[config.mk]
export PLATFORM = sky130hd
export DESIGN_NAME = branch_resolver
export DESIGN_NICKNAME = d
export VERILOG_FILES = /design/src/rtl/branch_resolver.sv
export SDC_FILE = /design/constraint.sdc
export NUM_CORES = 2
export LEC_CHECK = 0
export ABC_AREA = 1
export CAP_MARGIN = 20
export CORE_MARGIN = 4
export CORE_UTILIZATION = 60
export CTS_BUF_LIST = sky130_fd_sc_hd__clkbuf_2 sky130_fd_sc_hd__clkbuf_4 sky130_fd_sc_hd__clkbuf_8
export DETAILED_ROUTE_END_ITERATION = 8
export MAX_ROUTING_LAYER = met4
export PLACE_DENSITY = 0.79
export RECOVER_POWER = 25
export REMOVE_ABC_BUFFERS = 1
export SLEW_MARGIN = 20
export SYNTH_ARGS = -nofsm -noshare
export SYNTH_HDL_FRONTEND = slang
export SYNTH_SLANG_ARGS = --single-unit
[constraint.sdc]
create_clock -name clk_in -period 8 [get_ports clk_in]
set_input_delay 1.6 -clock clk_in [delete_from_list [all_inputs] [get_ports clk_in]]
set_output_delay 1.6 -clock clk_in [all_outputs]
set_load 0.01 [all_outputs]
[src/rtl/branch_resolver.sv]
// -----------------------------------------------------------------------------
// branch_resolver
//
// In-order branch resolution unit for the execute stage. Decoded conditional
// branches enter a circular FIFO from dispatch. Any source operands that are
// not yet available are captured from the common data bus (CDB). The oldest
// entry is evaluated once both of its operands are present. Its outcome is
// then broadcast on this unit's CDB port as {address = branch PC,
// value[0] = taken}. Outcomes leave strictly in dispatch order, because the
// branch predictor consumes them as a FIFO.
//
// Parameters
//   DEPTH_W     log2 of the number of FIFO entries
//   TAG_W       width of producer (ROB) tags
//
// Ports
//   clk_in      clock
//   rst_in      synchronous, active-high reset
//   rdy_in      global ready; low freezes all state and holds the outputs
//   flush_in    misprediction flush; empties the unit (effective when rdy_in)
//   in_valid    dispatch request
//   in_ready    dispatch can be accepted (!full && rdy_in)
//   in_op       branch funct3 (BEQ/BNE/BLT/BGE/BLTU/BGEU)
//   in_pc       branch PC
//   in_rsX_val  operand value, meaningful when in_rsX_rdy
//   in_rsX_tag  operand producer tag, meaningful when !in_rsX_rdy
//   in_rsX_rdy  operand already available at dispatch
//   cdb_valid   CDB broadcast valid
//   cdb_tag     CDB broadcasting producer tag
//   cdb_data    CDB broadcast value
//   br_req      request for a CDB slot (registered)
//   br_grant    CDB arbiter grant for this cycle
//   br_addr     resolved branch PC (registered)
//   br_val      {31'b0, taken} (registered)
// -----------------------------------------------------------------------------
module branch_resolver #(
    parameter int DEPTH_W = 3,
    parameter int TAG_W   = 4
) (
    input  logic             clk_in,
    input  logic             rst_in,
    input  logic             rdy_in,
    input  logic             flush_in,
    input  logic             in_valid,
    output logic             in_ready,
    input  logic [2:0]       in_op,
    input  logic [31:0]      in_pc,
    input  logic [31:0]      in_rs1_val,
    input  logic [31:0]      in_rs2_val,
    input  logic [TAG_W-1:0] in_rs1_tag,
    input  logic [TAG_W-1:0] in_rs2_tag,
    input  logic             in_rs1_rdy,
    input  logic             in_rs2_rdy,
    input  logic             cdb_valid,
    input  logic [TAG_W-1:0] cdb_tag,
    input  logic [31:0]      cdb_data,
    output logic             br_req,
    input  logic             br_grant,
    output logic [31:0]      br_addr,
    output logic [31:0]      br_val
);

    localparam int DEPTH = 1 << DEPTH_W;

    localparam logic [DEPTH_W-1:0] PTR_ZERO = {DEPTH_W{1'b0}};
    localparam logic [DEPTH_W-1:0] PTR_ONE  = {{(DEPTH_W-1){1'b0}}, 1'b1};
    localparam logic [DEPTH_W:0]   CNT_ZERO = {(DEPTH_W+1){1'b0}};
    localparam logic [DEPTH_W:0]   CNT_ONE  = {{DEPTH_W{1'b0}}, 1'b1};
    localparam logic [DEPTH_W:0]   CNT_FULL = {1'b1, {DEPTH_W{1'b0}}};
    localparam logic [TAG_W-1:0]   TAG_ZERO = {TAG_W{1'b0}};

    localparam logic [2:0] OP_BEQ  = 3'b000;
    localparam logic [2:0] OP_BNE  = 3'b001;
    localparam logic [2:0] OP_BLT  = 3'b100;
    localparam logic [2:0] OP_BGE  = 3'b101;
    localparam logic [2:0] OP_BLTU = 3'b110;
    localparam logic [2:0] OP_BGEU = 3'b111;

    typedef enum logic [0:0] {
        ST_IDLE  = 1'b0,
        ST_BCAST = 1'b1
    } state_t;

    // Branch condition evaluation; undefined funct3 codes resolve not-taken.
    function automatic logic eval_taken(input logic [2:0]  op,
                                        input logic [31:0] a,
                                        input logic [31:0] b);
        logic t;
        case (op)
            OP_BEQ:  t = (a == b);
            OP_BNE:  t = (a != b);
            OP_BLT:  t = ($signed(a) <  $signed(b));
            OP_BGE:  t = ($signed(a) >= $signed(b));
            OP_BLTU: t = (a <  b);
            OP_BGEU: t = (a >= b);
            default: t = 1'b0;
        endcase
        return t;
    endfunction

    // Entry storage
    logic             valid_r [DEPTH];
    logic [2:0]       op_r    [DEPTH];
    logic [31:0]      pc_r    [DEPTH];
    logic [31:0]      v1_r    [DEPTH];
    logic [TAG_W-1:0] t1_r    [DEPTH];
    logic             r1_r    [DEPTH];
    logic [31:0]      v2_r    [DEPTH];
    logic [TAG_W-1:0] t2_r    [DEPTH];
    logic             r2_r    [DEPTH];

    logic [DEPTH_W-1:0] front_r;
    logic [DEPTH_W-1:0] rear_r;
    logic [DEPTH_W:0]   count_r;

    state_t      state_r;
    state_t      state_nx_s;
    logic        br_req_r;
    logic        br_req_nx_s;
    logic [31:0] br_addr_r;
    logic [31:0] br_addr_nx_s;
    logic [31:0] br_val_r;
    logic [31:0] br_val_nx_s;

    logic        full_s;
    logic        push_s;
    logic        pop_s;
    logic        head_ready_s;
    logic        head_taken_s;
    logic        capture_s;
    logic        in_r1_s;
    logic        in_r2_s;
    logic [31:0] in_v1_s;
    logic [31:0] in_v2_s;

    assign full_s   = (count_r == CNT_FULL);
    assign in_ready = !full_s && rdy_in;

    // in_ready already folds in rdy_in, so a push can never happen while paused.
    assign push_s = in_valid && in_ready && !flush_in;
    assign pop_s  = rdy_in && !flush_in && (state_r == ST_BCAST) && br_grant;

    // Only registered ready bits are used here. A CDB wakeup therefore
    // reaches the head check one cycle after it is written.
    assign head_ready_s = (count_r != CNT_ZERO) && r1_r[front_r] && r2_r[front_r];
    assign head_taken_s = eval_taken(op_r[front_r], v1_r[front_r], v2_r[front_r]);
    assign capture_s    = rdy_in && !flush_in && (state_r == ST_IDLE) && head_ready_s;

    // The CDB bypass lets an operand that is produced in the dispatch cycle
    // enter the FIFO already marked ready.
    assign in_r1_s = in_rs1_rdy || (cdb_valid && (cdb_tag == in_rs1_tag));
    assign in_r2_s = in_rs2_rdy || (cdb_valid && (cdb_tag == in_rs2_tag));
    assign in_v1_s = in_rs1_rdy ? in_rs1_val : cdb_data;
    assign in_v2_s = in_rs2_rdy ? in_rs2_val : cdb_data;

    // Entry storage: push write, CDB wakeup, pop invalidation and flush.
    always_ff @(posedge clk_in) begin
        if (rst_in) begin
            for (int i = 0; i < DEPTH; i++) begin
                valid_r[i] <= 1'b0;
                op_r[i]    <= 3'b000;
                pc_r[i]    <= 32'd0;
                v1_r[i]    <= 32'd0;
                t1_r[i]    <= TAG_ZERO;
                r1_r[i]    <= 1'b0;
                v2_r[i]    <= 32'd0;
                t2_r[i]    <= TAG_ZERO;
                r2_r[i]    <= 1'b0;
            end
        end else if (rdy_in) begin
            if (flush_in) begin
                for (int i = 0; i < DEPTH; i++) begin
                    valid_r[i] <= 1'b0;
                    r1_r[i]    <= 1'b0;
                    r2_r[i]    <= 1'b0;
                end
            end else begin
                for (int i = 0; i < DEPTH; i++) begin
                    if (cdb_valid && valid_r[i] && !r1_r[i] && (t1_r[i] == cdb_tag)) begin
                        v1_r[i] <= cdb_data;
                        r1_r[i] <= 1'b1;
                    end
                    if (cdb_valid && valid_r[i] && !r2_r[i] && (t2_r[i] == cdb_tag)) begin
                        v2_r[i] <= cdb_data;
                        r2_r[i] <= 1'b1;
                    end
                end
                if (pop_s) begin
                    valid_r[front_r] <= 1'b0;
                end
                // The rear slot is never valid while a push is possible, so
                // this write cannot collide with a wakeup or pop above.
                if (push_s) begin
                    valid_r[rear_r] <= 1'b1;
                    op_r[rear_r]    <= in_op;
                    pc_r[rear_r]    <= in_pc;
                    v1_r[rear_r]    <= in_v1_s;
                    t1_r[rear_r]    <= in_rs1_tag;
                    r1_r[rear_r]    <= in_r1_s;
                    v2_r[rear_r]    <= in_v2_s;
                    t2_r[rear_r]    <= in_rs2_tag;
                    r2_r[rear_r]    <= in_r2_s;
                end
            end
        end
    end

    // FIFO pointers and occupancy count.
    always_ff @(posedge clk_in) begin
        if (rst_in) begin
            front_r <= PTR_ZERO;
            rear_r  <= PTR_ZERO;
            count_r <= CNT_ZERO;
        end else if (rdy_in) begin
            if (flush_in) begin
                front_r <= PTR_ZERO;
                rear_r  <= PTR_ZERO;
                count_r <= CNT_ZERO;
            end else begin
                if (push_s) begin
                    rear_r <= rear_r + PTR_ONE;
                end
                if (pop_s) begin
                    front_r <= front_r + PTR_ONE;
                end
                case ({push_s, pop_s})
                    2'b10:   count_r <= count_r + CNT_ONE;
                    2'b01:   count_r <= count_r - CNT_ONE;
                    default: count_r <= count_r;
                endcase
            end
        end
    end

    // Head FSM state register together with the registered bus outputs.
    always_ff @(posedge clk_in) begin
        if (rst_in) begin
            state_r   <= ST_IDLE;
            br_req_r  <= 1'b0;
            br_addr_r <= 32'd0;
            br_val_r  <= 32'd0;
        end else begin
            state_r   <= state_nx_s;
            br_req_r  <= br_req_nx_s;
            br_addr_r <= br_addr_nx_s;
            br_val_r  <= br_val_nx_s;
        end
    end

    // Head FSM next-state logic.
    always_comb begin
        state_nx_s = state_r;
        if (!rdy_in) begin
            state_nx_s = state_r;
        end else if (flush_in) begin
            state_nx_s = ST_IDLE;
        end else begin
            case (state_r)
                ST_IDLE: begin
                    if (head_ready_s) begin
                        state_nx_s = ST_BCAST;
                    end else begin
                        state_nx_s = ST_IDLE;
                    end
                end
                ST_BCAST: begin
                    if (br_grant) begin
                        state_nx_s = ST_IDLE;
                    end else begin
                        state_nx_s = ST_BCAST;
                    end
                end
                default: state_nx_s = ST_IDLE;
            endcase
        end
    end

    // Head FSM output logic. The outcome is captured once on leaving IDLE and
    // is then held stable for the whole request.
    always_comb begin
        br_addr_nx_s = br_addr_r;
        br_val_nx_s  = br_val_r;
        if (capture_s) begin
            br_addr_nx_s = pc_r[front_r];
            br_val_nx_s  = {31'd0, head_taken_s};
        end else begin
            br_addr_nx_s = br_addr_r;
            br_val_nx_s  = br_val_r;
        end
        br_req_nx_s = (state_nx_s == ST_BCAST);
    end

    assign br_req  = br_req_r;
    assign br_addr = br_addr_r;
    assign br_val  = br_val_r;

endmodule

==> metrics.md <==
| Metric | Value |
|---|---|
| Leak | `18.3 nW` |
| Die area | `78700 sq um` |
| I/O Pins | `218` |
| Final worst slack | `1.65 ns` |
| Non-filler instance count after layout | `5593` |
| Slew @ Worst Pin | `4.57 ns` |
| # Post-CTS Setup Buffers | `0` |
| GR Util met3 | `0.0983` |
| Failing checks | `DRC, capacitance limit, slew limit` |
| Synth Flop Type | `edfxtp_1` |
| Type of destination of the critical path | `flip-flop` |
| CTS max path bufs | `3` |
| DPL Wire Length | `71.6 mm` |
| Max Fclk | `158 MHz` |
| Vias in the first global route | `36500` |
| Post-CTS resize count | `0` |
| FF-to-FF path depth | `9` |
| Synth Cell Area | `44600 sq um` |
| CTS tree | `built` |
| Worst EP required | `8.60 ns` |
| Final hold violation count | `0` |
| PD cells | `208 nW/um^2` |
| Antenna violations before repair | `6` |
| Final instance area | `49300 sq um` |
| Num CTS Buffers | `149` |
| Grt total ovfl | `0` |
| CP startpoint kind | `input pin` |
| RSZ-0062 raised after global routing | `false` |
| Max Slew Vio Count | `322` |
| Sequential fraction of the synthesis area | `0.611` |
| Place WS | `2.63 ns` |
| Flops & latches, synth | `927` |
| Worst IR Drop VDD | `0.121 mV` |
| Initial Utilization | `0.608` |
| Post-synth ARST share | `0` |
| DRT Pass-1 Iters | `9` |
| Post-DR wirelength/cell | `25.7 um` |
| Setup violators final | `0` |
| Row count | `99` |
| First-pass GRT wire length | `212 mm` |
| Outcome | `finished with violations` |
| DRC viols | `2` |
| DRT iter0 DRCs | `6504` |
| Filler instances | `5445` |
| CTS root buffer | `clkbuf_8` |
| Clk Latency, worst-skew pair | `0.81 ns` |
| Clk_skew | `0.0403 ns` |
| Max cap viols | `7` |
| Grt peak-use layer | `met2` |
| Clk sink count | `927` |
| Worst setup path start | `rdy_in` |
| Crit Reg-Reg Endpoint | `br_addr[28]` |
| Final core utilization | `0.672` |
| Chip width | `281 um` |
| Layout area overhead | `10.6%` |
| Routed WL | `144 mm` |
| CTS clock-pin slew for the worst setup and hold paths | `0.06 ns` |
| Largest net degree at the start of global routing | `178` |
| Hold buffers post-CTS | `0` |
| Area after DPL | `46400 sq um` |
| Met2 global-route usage | `0.545` |
| Hold Path Class | `flip-flop to flip-flop` |
| Cells after synthesis | `4497` |
| Die H | `281 um` |
| GRT Total Usage | `0.367` |
| Ys Warns | `0` |
| Final min period | `6.35 ns` |
| Met1 Use GR | `0.460` |
| Inst Count DP | `5318` |
| H-tree depth | `4` |
| Post-synth EDFFs | `866` |
| Area of the multi-input gates | `14700 sq um` |
| Kind of critical path | `input pin to flip-flop` |
| Worst EP arrival | `6.94 ns` |
| Setup crit end | `v2_r[1][24]` |
| I/O Buffers | `186` |
| R2r setup slk | `1.93 ns` |
| Number of distinct library cells after synthesis | `57` |
| CP max FO | `65` |
| Vias per cell | `6.74` |
| Placer Congestion | `0.900` |
| Core footprint | `73300 sq um` |
| Nets@finish | `4699` |
| Tcrit/Tclk final | `0.793` |
| Slew margin rel. | `-2.05` |
| Share of layout cells above drive strength 1 | `0.0778` |
| Routed vias | `37700` |
| Register area | `27200 sq um` |
| Syn Area/Cell | `9.91 sq um` |
| DRT antenna net count | `0` |
cell type report:
| cell class | instances | area share |
|---|---|---|
| well taps | 959 | 0.0243 |
| multi-input cells | 2972 | 0.299 |
| clock buffers | 211 | 0.0524 |
| clock inverters | 59 | 0.00680 |
| inverters | 209 | 0.0166 |
| diodes | 5 | 0.000254 |
| flip-flops and latches | 927 | 0.553 |
| repair buffers | 251 | 0.0483 |
metrics by stage:
step           setup TNS [ns]  power [W]  hold slack (ns)
3_3_place_gp                0    0.00627            0.466
5_1_grt                     0     0.0105            0.501
2_1_floorplan         -137.69    0.00596            0.445
6_report                    0     0.0103            0.479
3_5_place_dp                0    0.00629            0.472
4_1_cts                     0     0.0102            0.487
power breakdown:
| group | total (W) | switching [W] | internal (W) | leakage [nW] |
|---|---|---|---|---|
| clock | 0.00404 | 0.00189 | 0.00215 | 1.54 |
| combinational | 0.000679 | 0.000501 | 0.000179 | 7.35 |
| sequential | 0.00554 | 0.0000543 | 0.00549 | 9.37 |
synthesized netlist by cell type (4+ instances only):
cell type,number,share of area
clkbuf_1,237,0.020
a21oi_1,42,0.0047
inv_1,192,0.016
o21ai_0,716,0.080
nor3_1,16,0.0018
clkinv_1,6,0.00051
nor2_1,1062,0.089
edfxtp_1,866,0.58
ha_1,36,0.010
buf_6,15,0.0038
buf_2,107,0.012
dfxtp_1,61,0.027
o221ai_1,33,0.0065
buf_1,17,0.0014
o2111ai_1,38,0.0075
buf_4,43,0.0072
xnor2_1,6,0.0012
a211oi_1,10,0.0017
xor2_1,19,0.0037
o21ai_1,19,0.0021
nand3_1,228,0.026
or2_2,10,0.0014
nor2_4,5,0.0013
nand2_1,208,0.018
nor2_2,4,0.00056
inv_2,11,0.00093
o22ai_1,404,0.057
a31oi_1,32,0.0045
nand4_1,11,0.0015
state kept, by name, indices dropped and copies added (netlist names), 4 cells and up, named ones only:
register and cells:
t2_r 32, t1_r 32, r2_r 8, valid_r 8
r1_r 8, v2_r 256, op_r 24, br_addr 32
pc_r 256, count_r 4, v1_r 256
worst min-delay path by stage:
stage	from	end	slack, ns	depth (start not counted)
6_report	br_addr[15]	br_addr[15]	0.48	2
4_1_cts	br_addr[6]	br_addr[6]	0.49	2
3_3_place_gp	br_addr[13]	br_addr[13]	0.47	2
2_1_floorplan	valid_r[7]	valid_r[7]	0.45	2
5_1_grt	br_addr[17]	br_addr[17]	0.50	2
3_5_place_dp	br_addr[29]	br_addr[29]	0.47	2
routing by layer:
layer,share of wire,vias to the layer above
met5,0,-
met4,0.059,0
met3,0.16,677
met2,0.45,3379
met1,0.33,17500
li1,-,16200
critical path, cell delays in order:
cell           delay (ns)
dlygate4sd3_1        0.75
clkinv_1             0.15
a31oi_1              0.40
nand2_4              0.10
nor3_1               0.35
nand2_4              0.10
nor2_1               0.17
clkinvlp_2           1.77
buf_4                1.15
o22ai_1              0.37
cell usage in the layout (no fill, tap or decap), types with 33 or more instances in the layout:
master	n
clkbuf_8	160
clkinv_1	41
inv_1	184
dlygate4sd3_1	36
clkbuf_4	51
buf_4	58
nand2_1	197
clkdlybuf4s50_1	148
dfxtp_1	58
a31oi_1	33
a21oi_1	42
ha_1	36
o21ai_0	716
nand3_1	224
o22ai_1	404
edfxtp_1	866
o2111ai_1	38
nor2_1	1063
o221ai_1	33
cells by family (layout without fill, tap and decap cells):
family,count (synthesis),after routing,synth area share
simple gates,1559,1559,0.142
compound gates,1319,1319,0.169
flops,927,927,0.611
buf+inv,628,730,0.0620
fa+ha+maj,37,37,0.0106
xor+xnor,25,25,0.00491
other cells,1,36,0.0000841
mux,1,1,0.000225
No activity file was read; power rests on OpenSTA's default activity.
